==> src/rtl/serial_add_sub.sv <==
// Bit-serial two's-complement adder/subtractor: one bit per clock, LSB first,
// using a single full adder built from two half adders.
//
// state | meaning
// IDLE  | waiting for start; result/cout/overflow hold the last operation
// RUN   | one operand bit processed per clock, WIDTH clocks in total
// DONE  | one-cycle done pulse, outputs valid
module serial_add_sub #(
  parameter int WIDTH = 8
) (
  input  logic             clk,
  input  logic             rst_n,
  input  logic             start,
  input  logic             sub,
  input  logic [WIDTH-1:0] a,
  input  logic [WIDTH-1:0] b,
  output logic             busy,
  output logic             done,
  output logic [WIDTH-1:0] result,
  output logic             cout,
  output logic             overflow
);

  localparam int CW = $clog2(WIDTH + 1);

  localparam logic [1:0] IDLE = 2'd0;
  localparam logic [1:0] RUN  = 2'd1;
  localparam logic [1:0] DONE = 2'd2;

  logic [1:0]       state;
  logic [WIDTH-1:0] op_a;
  logic [WIDTH-1:0] op_b;
  logic             carry;
  logic [CW-1:0]    cnt;

  logic ha1_s, ha1_c, ha2_c, sum_bit, carry_next, last_bit;

  // Two half adders plus an OR form the full adder.
  assign ha1_s      = op_a[0] ^ op_b[0];
  assign ha1_c      = op_a[0] & op_b[0];
  assign sum_bit    = ha1_s ^ carry;
  assign ha2_c      = ha1_s & carry;
  assign carry_next = ha1_c | ha2_c;

  assign last_bit = (cnt == CW'(WIDTH - 1));

  assign busy = (state == RUN);
  assign done = (state == DONE);

  always_ff @(posedge clk or negedge rst_n) begin
    if (!rst_n) begin
      state    <= IDLE;
      op_a     <= '0;
      op_b     <= '0;
      carry    <= 1'b0;
      cnt      <= '0;
      result   <= '0;
      cout     <= 1'b0;
      overflow <= 1'b0;
    end else begin
      case (state)
        IDLE: begin
          if (start) begin
            op_a  <= a;
            // Subtraction is a + ~b + 1: invert b and seed the carry with 1.
            op_b  <= sub ? ~b : b;
            carry <= sub;
            cnt   <= '0;
            state <= RUN;
          end
        end
        RUN: begin
          op_a   <= op_a >> 1;
          op_b   <= op_b >> 1;
          carry  <= carry_next;
          result <= {sum_bit, result[WIDTH-1:1]};
          cnt    <= cnt + CW'(1);
          if (last_bit) begin
            cout     <= carry_next;
            overflow <= carry ^ carry_next;
            state    <= DONE;
          end
        end
        DONE:    state <= IDLE;
        default: state <= IDLE;
      endcase
    end
  end

endmodule
==> config.mk <==
export PLATFORM = sky130hd
export DESIGN_NAME = serial_add_sub
export DESIGN_NICKNAME = d
export VERILOG_FILES = /design/src/rtl/serial_add_sub.sv
export SDC_FILE = /design/constraint.sdc
export NUM_CORES = 1
export LEC_CHECK = 0
export CAP_MARGIN = 20
export CORE_MARGIN = 2
export CORE_UTILIZATION = 40
export DETAILED_ROUTE_END_ITERATION = 10
export DONT_BUFFER_PORTS = 1
export SKIP_LAST_GASP = 1
export SLEW_MARGIN = 25
export SYNTH_ARGS = -nofsm -noshare
export SYNTH_HDL_FRONTEND = slang
export SYNTH_SLANG_ARGS = --single-unit
==> constraint.sdc <==
create_clock -name clk -period 3.1 [get_ports clk]
set_input_delay 0.62 -clock clk [delete_from_list [all_inputs] [get_ports clk]]
set_output_delay 0.62 -clock clk [all_outputs]
set_load 0.02 [all_outputs]
==> results.cfg, run 1 <==
[power]
p_sw_uw = 689
peakVddDrop_uv = 419
power.density_nw_per_um2 = 1050
combPwrFrac_pct = 28.1
clockPowerShare_pct = 26.1
switching_share_pct = 37.5
power_frac_seq_pct = 45.8
p_leak_nw = 0.780
p_int_mw = 1.15

[setup_path]
cp.arrival_ns = 1.95
end_kind = primary output
r2r_start = state[0]
cp-start-kind = flip-flop
crit_fanout = 22
rrSetupSlack_ns = 1.05
critPathRequiredTime_ns = 2.48
cpPeakStageDelay_ns = 0.74
crit_path_cell_trace = nand2b_1 -> buf_4 -> inv_1
reg2reg_depth = 5
reg2reg_to = op_b[0]
cp_slowest_cell = dfrtp_1
critical_path_class = flip-flop to primary output

[sta]
fin_crit_sh_pct = 83.0
max_slew_margin_pct = 43.9
clock_skew_ns = 0.00818
min_period_ns = 2.57
worst_slew_pin_slew_ns = 0.840
finalSetupViolations = 0
hold_viol_final = 0
clock.fmax_ghz = 0.389
rsz0062_at_grt = no
report.final.slew_viol_count = 0
hold_slack_ns = 0.0206
fin_setup_tns_ns = 0

[routing]
first_pass_iters = 4
routedWlPerCell_um = 15.4
wl_mm = 3.19
via_per_inst = 5.62
ant_nets = 0
drtIter0Drc = 80
vias = 1169
drc_errors = 0

[clocking]
ctsResizeCount = 0
htreeDepth = 2
tritoncts = done
clock_sinks = 33
cts_made_buffers = 5
cts_hold_buf = 0
cts_root_buffer = clkbuf_8
clk_transition_reported_paths_ns = 0.07
cts_setup_buffers = 0
clk_path_buf_depth = 2
clkLatencyLatePin_ns = 0.28

[final_layout]
area_delta_synth_final_pct = 9.55
design_area_um2 = 1750
drive_gt1_share_pct = 10.0
diodes = 0
fin_cells = 208
nets = 181

[grt]
grt_usage_pct = 15.6
grt_pass1_wl_mm = 5.20
antenna_found_initial = 0
grt_max_degree = 34
gr-total-overflow = 0
grt_pass1_vias = 1121

[synth]
synth_top_area_cell = dfrtp_1
syn_area_um2 = 1600
syn_nets = 183
seq_area_frac_synth_pct = 51.7
synth_cell_types = 29
syn_area_per_cell_um2 = 9.92
synth.area.top_cells = dfrtp_1 52%, nand2_1 8.5%, a22oi_1 4.7%
yosysWarningCount = 0
synthCells = 161
synth.ff_latch_count = 33
synth_top_area_share_pct = 51.7

[floorplanning]
io-pin-count = 32
die_x_um = 67.2
core_area_um2 = 3740
die_h_um = 67.2
start_util_pct = 42.7
die_area_um2 = 4520
num_rows = 22

[place]
dp_cells = 200
finalWeightedCongestion = 0.774
port_buffers = 0
placed_cell_area_um2 = 1620
place_hpwl_mm = 2.09

[flow_run]
drv_cap = 0

[run_status]
outcome = complete, no violations

[worst_hold_path]
hold_path_class = primary input to asynchronous set/reset pin
routing by layer:
layer / GRT usage (%) / share of wire (%) / up-vias
met1: 20.0 / 45 / 567
li1: - / - / 553
met3: 5.83 / 8.9 / 5
met5: 0 / 0 / -
met4: 6.89 / 1.4 / 0
met2: 23.5 / 45 / 44
power by group through the flow:
stage / sequential, mW / clock (mW) / combinational (mW)
global route: 0.872 / 0.509 / 0.601
CTS: 0.841 / 0.492 / 0.525
global placement: 0.839 / 0 / 0.505
detailed placement: 0.845 / 0 / 0.526
floorplan: 0.773 / 0 / 0.482
finish: 0.841 / 0.480 / 0.516
logic make-up after synthesis:
logic type	Yosys count	synth area share (%)
DFF	33	51.7
and+or+nand+nor	57	16.4
xor gates and xnor gates	9	4.93
buffers and inverters	13	3.99
muxes	3	2.11
AOI/OAI and AO/OA	44	18.8
adders and majority gates	2	2.04
sequential cells by signal, summed over array words and instances (netlist names):
signal and count:
cout 1, overflow 1, op_b 8, result 8, op_a 8, state 2
carry 1, cnt 4
synthesized netlist by cell type:
cell       n
or3b_1     1
o21ai_0   11
xnor2_1    7
buf_6      1
o211ai_1   2
a21oi_1   11
xor2_1     2
nand3_1    2
o21bai_2   1
a22oi_1   10
nor2b_1   10
nand2_1   36
nand2b_1   1
nor2_1     4
buf_1      1
fa_1       1
o311ai_0   1
clkbuf_1   3
a221o_1    2
o221ai_1   3
inv_1      2
dfrtp_1   33
nor3_2     1
ha_1       1
o32ai_2    1
mux2_2     3
buf_2      6
a22o_1     2
and2b_1    2
placed cells by master (no fill, tap or decap), drive strengths merged, types with 3 or more instances in the layout:
cell	count
a21oi	11
a22oi	10
clkbuf	5
dfrtp	33
mux2	3
nand2	36
nor2	4
nor2b	10
o21ai	11
o221ai	3
xnor2	7
worst max-delay path by stage:
| stage | start | end |
|---|---|---|
| after floorplan | state[1] | done |
| after global placement | state[0] | busy |
| after detailed placement | state[0] | busy |
| after CTS | state[0] | busy |
| after global routing | state[0] | busy |
| final | state[0] | busy |
cell type report:
class / instances / area, um2
clock buffers: 5 / 68.8
well taps: 48 / 60.1
repair buffers: 2 / 15.0
fillers: 367 / 1990
clock inverters: 3 / 65.1
multi-input cells: 115 / 708
flip-flops and latches: 33 / 826
inverters: 2 / 7.51
through the flow:
step | power, mW | util (%) | setup slack [ns]
after CTS | 1.86 | 46.8 | 0.503
after detailed placement | 1.37 | 43.2 | 0.821
after global routing | 1.98 | 46.8 | 0.307
after global placement | 1.34 | 43.2 | 0.859
after floorplan | 1.25 | - | 1.34
final | 1.84 | 46.8 | 0.527
worst max-delay path: cells and delay by family (launching register included):
family        cells  cell delay, ns
buf+inv           2            0.82
flops             1            0.74
simple gates      1            0.10
(Power assumes the default switching activity.)
==> run 2: changes to the inputs <==
Settings changed: ABC_AREA set to 1.
Clock period 3.1 ns to 2.2 ns, I/O delays scaled along.
==> results.cfg, run 2 <==
[place]
finalWeightedCongestion = 0.748
placed_cell_area_um2 = 1580
port_buffers = 0
pre_cts_ws_ns = 0.835
place_hpwl_mm = 2.14

[clocking]
clkLatencyLatePin_ns = 0.28
clk_path_buf_depth = 2
cts_made_buffers = 5
clk_transition_reported_paths_ns = 0.06
ctsResizeCount = 0
tritoncts = done
htreeDepth = 2
cts_root_buffer = clkbuf_8
clock_sinks = 33

[routing]
drtIter0Drc = 78
via_per_inst = 5.22
routedWlPerCell_um = 12.9
wl_mm = 3.17
vias = 1285
first_pass_iters = 6
drc_errors = 0
ant_nets = 0

[final_layout]
seq_area_um2 = 826
final_common_cell = nand2_1
fill_cells = 386
diodes = 0
reg_top3 = op_a (8), op_b (8), result (8)
drive_gt1_share_pct = 7.58
area_delta_synth_final_pct = 8.21
layout_common_cells = 75 x nand2_1, 39 x nand3_1, 33 x dfrtp_1
design_area_um2 = 1710
nets = 219
multi_input_area_um2 = 624

[flow_run]
drv_cap = 0

[setup_path]
rrSetupSlack_ns = 0.84
reg2reg_to = cnt[2]
cp.arrival_ns = 1.07
critPathRequiredTime_ns = 1.76
cp-start-kind = flip-flop
critical_path_class = flip-flop to primary output
end_kind = primary output
r2r_start = state[1]
reg2reg_depth = 4
crit_fanout = 28

[floorplanning]
core_area_um2 = 3740
num_rows = 22
die_area_um2 = 4480
io-pin-count = 32
die_x_um = 66.9
die_h_um = 66.9
start_util_pct = 42.3

[synth]
syn_nets = 218
synth.area.top_cells = dfrtp_1 52%, nand2_1 18%, nand3_1 12%
synth_top_flop_cell = dfrtp_1
synth_common_cells = 75 x nand2_1, 39 x nand3_1, 33 x dfrtp_1
syn_area_per_cell_um2 = 8.08
seq_area_frac_synth_pct = 52.1
synth_top_area_cell = dfrtp_1
synthCells = 196
synth_edf_count = 0
synth_cell_types = 18
yosysWarningCount = 0
synth_most_common_cell = nand2_1
syn_area_um2 = 1580
async_flop_share_pct = 100
synth.ff_latch_count = 33
synth_top_area_share_pct = 52.1

[worst_hold_path]
hold_depth = 2
hold_end = op_a[7]
hold_path_class = primary input to flip-flop
holdCritStartpoint = a[7]

[power]
finalPower_mw = 2.32
peakVddDrop_uv = 624
p_leak_nw = 0.884
power.density_nw_per_um2 = 1350

[grt]
grt_pass1_wl_mm = 5.24
antenna_found_initial = 0
gr-total-overflow = 0
grt_usage_pct = 15.8
grt_pass1_vias = 1207
grt_max_degree = 34

[sta]
setup_slack_ns = 0.687
clock_skew_ns = 0.00785
finalSetupViolations = 0
min_period_ns = 1.51
clock.fmax_ghz = 0.661
worst_slew_pin_slew_ns = 0.706
max_slew_margin_pct = 52.8
hold_viol_final = 0
rsz0062_at_grt = no
fin_crit_sh_pct = 68.8
hold_slack_ns = 0.281
fin_setup_tns_ns = 0
report.final.slew_viol_count = 0

[run_status]
outcome = complete, no violations
## run 2: changes by cell type in the layout (fill, tap and decap cells not counted), moves of 3 or more
cell | before | now
nand2_1 | 36 | 75
nand3_1 | 2 | 39
a21oi_1 | 11 | 0
inv_1 | 2 | 13
a22oi_1 | 10 | 0
nor2b_1 | 10 | 0
xnor2_1 | 7 | 1
o21ai_1 | 0 | 4
mux2_2 | 3 | 0
o21ai_0 | 11 | 8
o221ai_1 | 3 | 0
## run 2: worst max-delay path: stages, from the launching register on
cell     delay [ns]
dfrtp_1        0.39
inv_2          0.07
nand2_2        0.07
inv_4          0.26
## run 2: cells by family (layout without fill, tap and decap cells)
family | Yosys count | count (layout) | share of synthesized area [%]
buf+inv | 25 | 27 | 8.45
xor+xnor | 2 | 2 | 1.11
fa+ha+maj | 2 | 2 | 2.05
compound gates | 12 | 12 | 3.79
simple gates | 122 | 122 | 32.5
flops | 33 | 33 | 52.1
## run 2: how the worst max path moves through the flow
| stage | from | endpoint | slack, ns |
|---|---|---|---|
| after floorplan | op_a[0] | overflow | 0.98 |
| after global placement | state[1] | op_a[5] | 0.92 |
| after detailed placement | state[1] | cnt[2] | 0.83 |
| after CTS | state[1] | busy | 0.68 |
| after global routing | state[1] | busy | 0.63 |
| final | state[1] | busy | 0.69 |
## run 2: per-layer routing
layer / global-route usage, % / share of wire [%] / vias up
li1: - / - / 625
met1: 18.8 / 44 / 620
met2: 25.8 / 49 / 38
met3: 4.90 / 6.1 / 2
met4: 7.65 / 0.60 / 0
met5: 0 / 0 / -
## run 2: what timing repair did
action	in CTS	in global routing
hold buffers	2	0
buffers inserted	0	0
endpoints found under the hold margin	33	0
## run 2: cell type report
| cell class | instances | area share [%] |
|---|---|---|
| clock buffers | 7 | 5.62 |
| clock inverters | 1 | 0.292 |
| inverters | 16 | 3.80 |
| multi-input cells | 138 | 36.4 |
| flip-flops and latches | 33 | 48.2 |
| well taps | 48 | 3.50 |
| repair buffers | 3 | 2.19 |
## run 2: report_power, final
group          internal (mW)  switching [mW]  leakage [nW]
combinational          0.245           0.467         0.403
sequential             0.852           0.269         0.426
clock                  0.282           0.206        0.0542
total                   1.38           0.942         0.884
## run 2: per-stage QoR
stage	instances	utilization, %
2_1_floorplan	196	-
4_1_cts	246	45.8
3_3_place_gp	236	42.3
5_1_grt	246	45.8
3_5_place_dp	236	42.3
6_report	246	45.8
==> run 3: changes to the inputs <==
Clock period 2.2 ns to 1.2 ns, I/O delays scaled along.
==> results.cfg, run 3 (synthesis gave the netlist of run 2 again) <==
[run_status]
outcome = finished with violations
violations = negative setup slack

[clocking]
clk_transition_reported_paths_ns = 0.06
cts_root_buffer = clkbuf_8
tritoncts = done
clkLatencyLatePin_ns = 0.28
clk_path_buf_depth = 2
cts_made_buffers = 5
htreeDepth = 2
clock_sinks = 33

[sta]
max_slew_margin_pct = 82.5
finalSetupViolations = 1
fin_crit_sh_pct = 102
worst_slew_pin_slew_ns = 0.262
hold_slack_ns = 0.0806
setup_slack_ns = -0.0296
clock_skew_ns = 0.00642
min_period_ns = 1.23
fin_setup_tns_ns = -0.0296
hold_viol_final = 0
rsz0062_at_grt = yes
report.final.slew_viol_count = 0
clock.fmax_ghz = 0.813

[worst_hold_path]
hold_depth = 2
hold_path_class = primary input to flip-flop
holdCritStartpoint = a[7]
hold_end = op_a[7]

[setup_path]
reg2reg_to = op_b[5]
reg2reg_depth = 6
critical_path_class = flip-flop to primary output
rrSetupSlack_ns = 0
crit_fanout = 3
critPathRequiredTime_ns = 0.96
cp.arrival_ns = 0.99
cp-start-kind = flip-flop
end_kind = primary output
r2r_start = state[0]

[final_layout]
area_delta_synth_final_pct = 15.3
nets = 232
final_core_util_pct = 48.8
reg_top3 = op_a (8), op_b (8), result (8)
fill_cells = 374
diodes = 0
layout_common_cells = 75 x nand2_1, 39 x nand3_1, 33 x dfrtp_1
final_common_cell = nand2_1
fin_cells = 258
drive_gt1_share_pct = 13.3

[routing]
routedWlPerCell_um = 13.2
drc_errors = 0
vias = 1275
wl_mm = 3.39
first_pass_iters = 4
ant_nets = 0
drtIter0Drc = 42
via_per_inst = 4.94

[place]
finalWeightedCongestion = 0.776
port_buffers = 0
place_hpwl_mm = 2.24
dp_cells = 243

[floorplanning]
start_util_pct = 42.3
die_x_um = 66.9
core_area_um2 = 3740
die_h_um = 66.9
num_rows = 22
io-pin-count = 32
die_area_um2 = 4480

[grt]
antenna_found_initial = 0
grt_usage_pct = 17.9
gr-total-overflow = 0
grt_max_degree = 34
grt_pass1_wl_mm = 5.76
grt_pass1_vias = 1252

[power]
finalPower_mw = 4.56
power.density_nw_per_um2 = 2500
peakVddDrop_uv = 1150
p_leak_nw = 0.941

[flow_run]
drv_cap = 0
run 3: worst max-delay path, stage by stage (launching register included):
cell,delay (ns)
dfrtp_1,0.42
nand2_4,0.11
clkinv_4,0.06
buf_6,0.13
run 3: metal layers:
layer  share of wire, %  routed length, um  vias to the layer above  global-route usage, %
met1                 46               1560                      594                   22.7
met4                1.4                 46                        0                   6.89
met3                4.8                162                        4                   6.76
li1                   -                  -                      651                      -
met5                  0                  0                        -                      0
met2                 48               1620                       26                   27.5
run 3: how the worst max path moves through the flow:
| stage | from | to | slack, ns | cells after the start |
|---|---|---|---|---|
| floorplan | op_a[0] | overflow | 0.04 | 4 |
| global placement | op_a[0] | overflow | 0.03 | 4 |
| detailed placement | op_a[0] | overflow | 0.007 | 4 |
| CTS | state[1] | busy | -0.04 | 4 |
| global route | state[0] | busy | -0.08 | 3 |
| finish | state[0] | busy | -0.03 | 3 |
run 3: where the power goes:
group          switching [mW]  leakage (nW)  internal [mW]  total [mW]
clock network           0.372        0.0443          0.454       0.826
logic                   0.955         0.470          0.727        1.68
registers               0.495         0.426           1.56        2.06
total                    1.82         0.941           2.74        4.56
run 3: cell type report:
cell class	count	area, um2	share of cell area (%)
flip-flops and latches	33	826	45.2
multi-input cells	138	634	34.7
repair buffers	16	150	8.22
clock buffers	7	86.3	4.73
inverters	16	70.1	3.84
well taps	48	60.1	3.29
run 3: through the flow:
| stage | worst slack (ns) | cell area, um2 |
|---|---|---|
| finish | -0.0296 | 1830 |
| global route | -0.0763 | 1830 |
| CTS | -0.0406 | 1790 |
| detailed placement | 0.00742 | 1640 |
| global placement | 0.0269 | 1640 |
| floorplan | 0.0417 | 1590 |
run 3: what timing repair did:
| action | in CTS | in global routing |
|---|---|---|
| endpoints found under the hold margin | 33 | 0 |
| gates cloned | 0 | 0 |
| resized for setup | 3 | 7 |
| setup endpoints to repair | 2 | 22 |
| setup buffers | 3 | 3 |
| pin swaps | 2 | 1 |
| hold buffers | 2 | 0 |
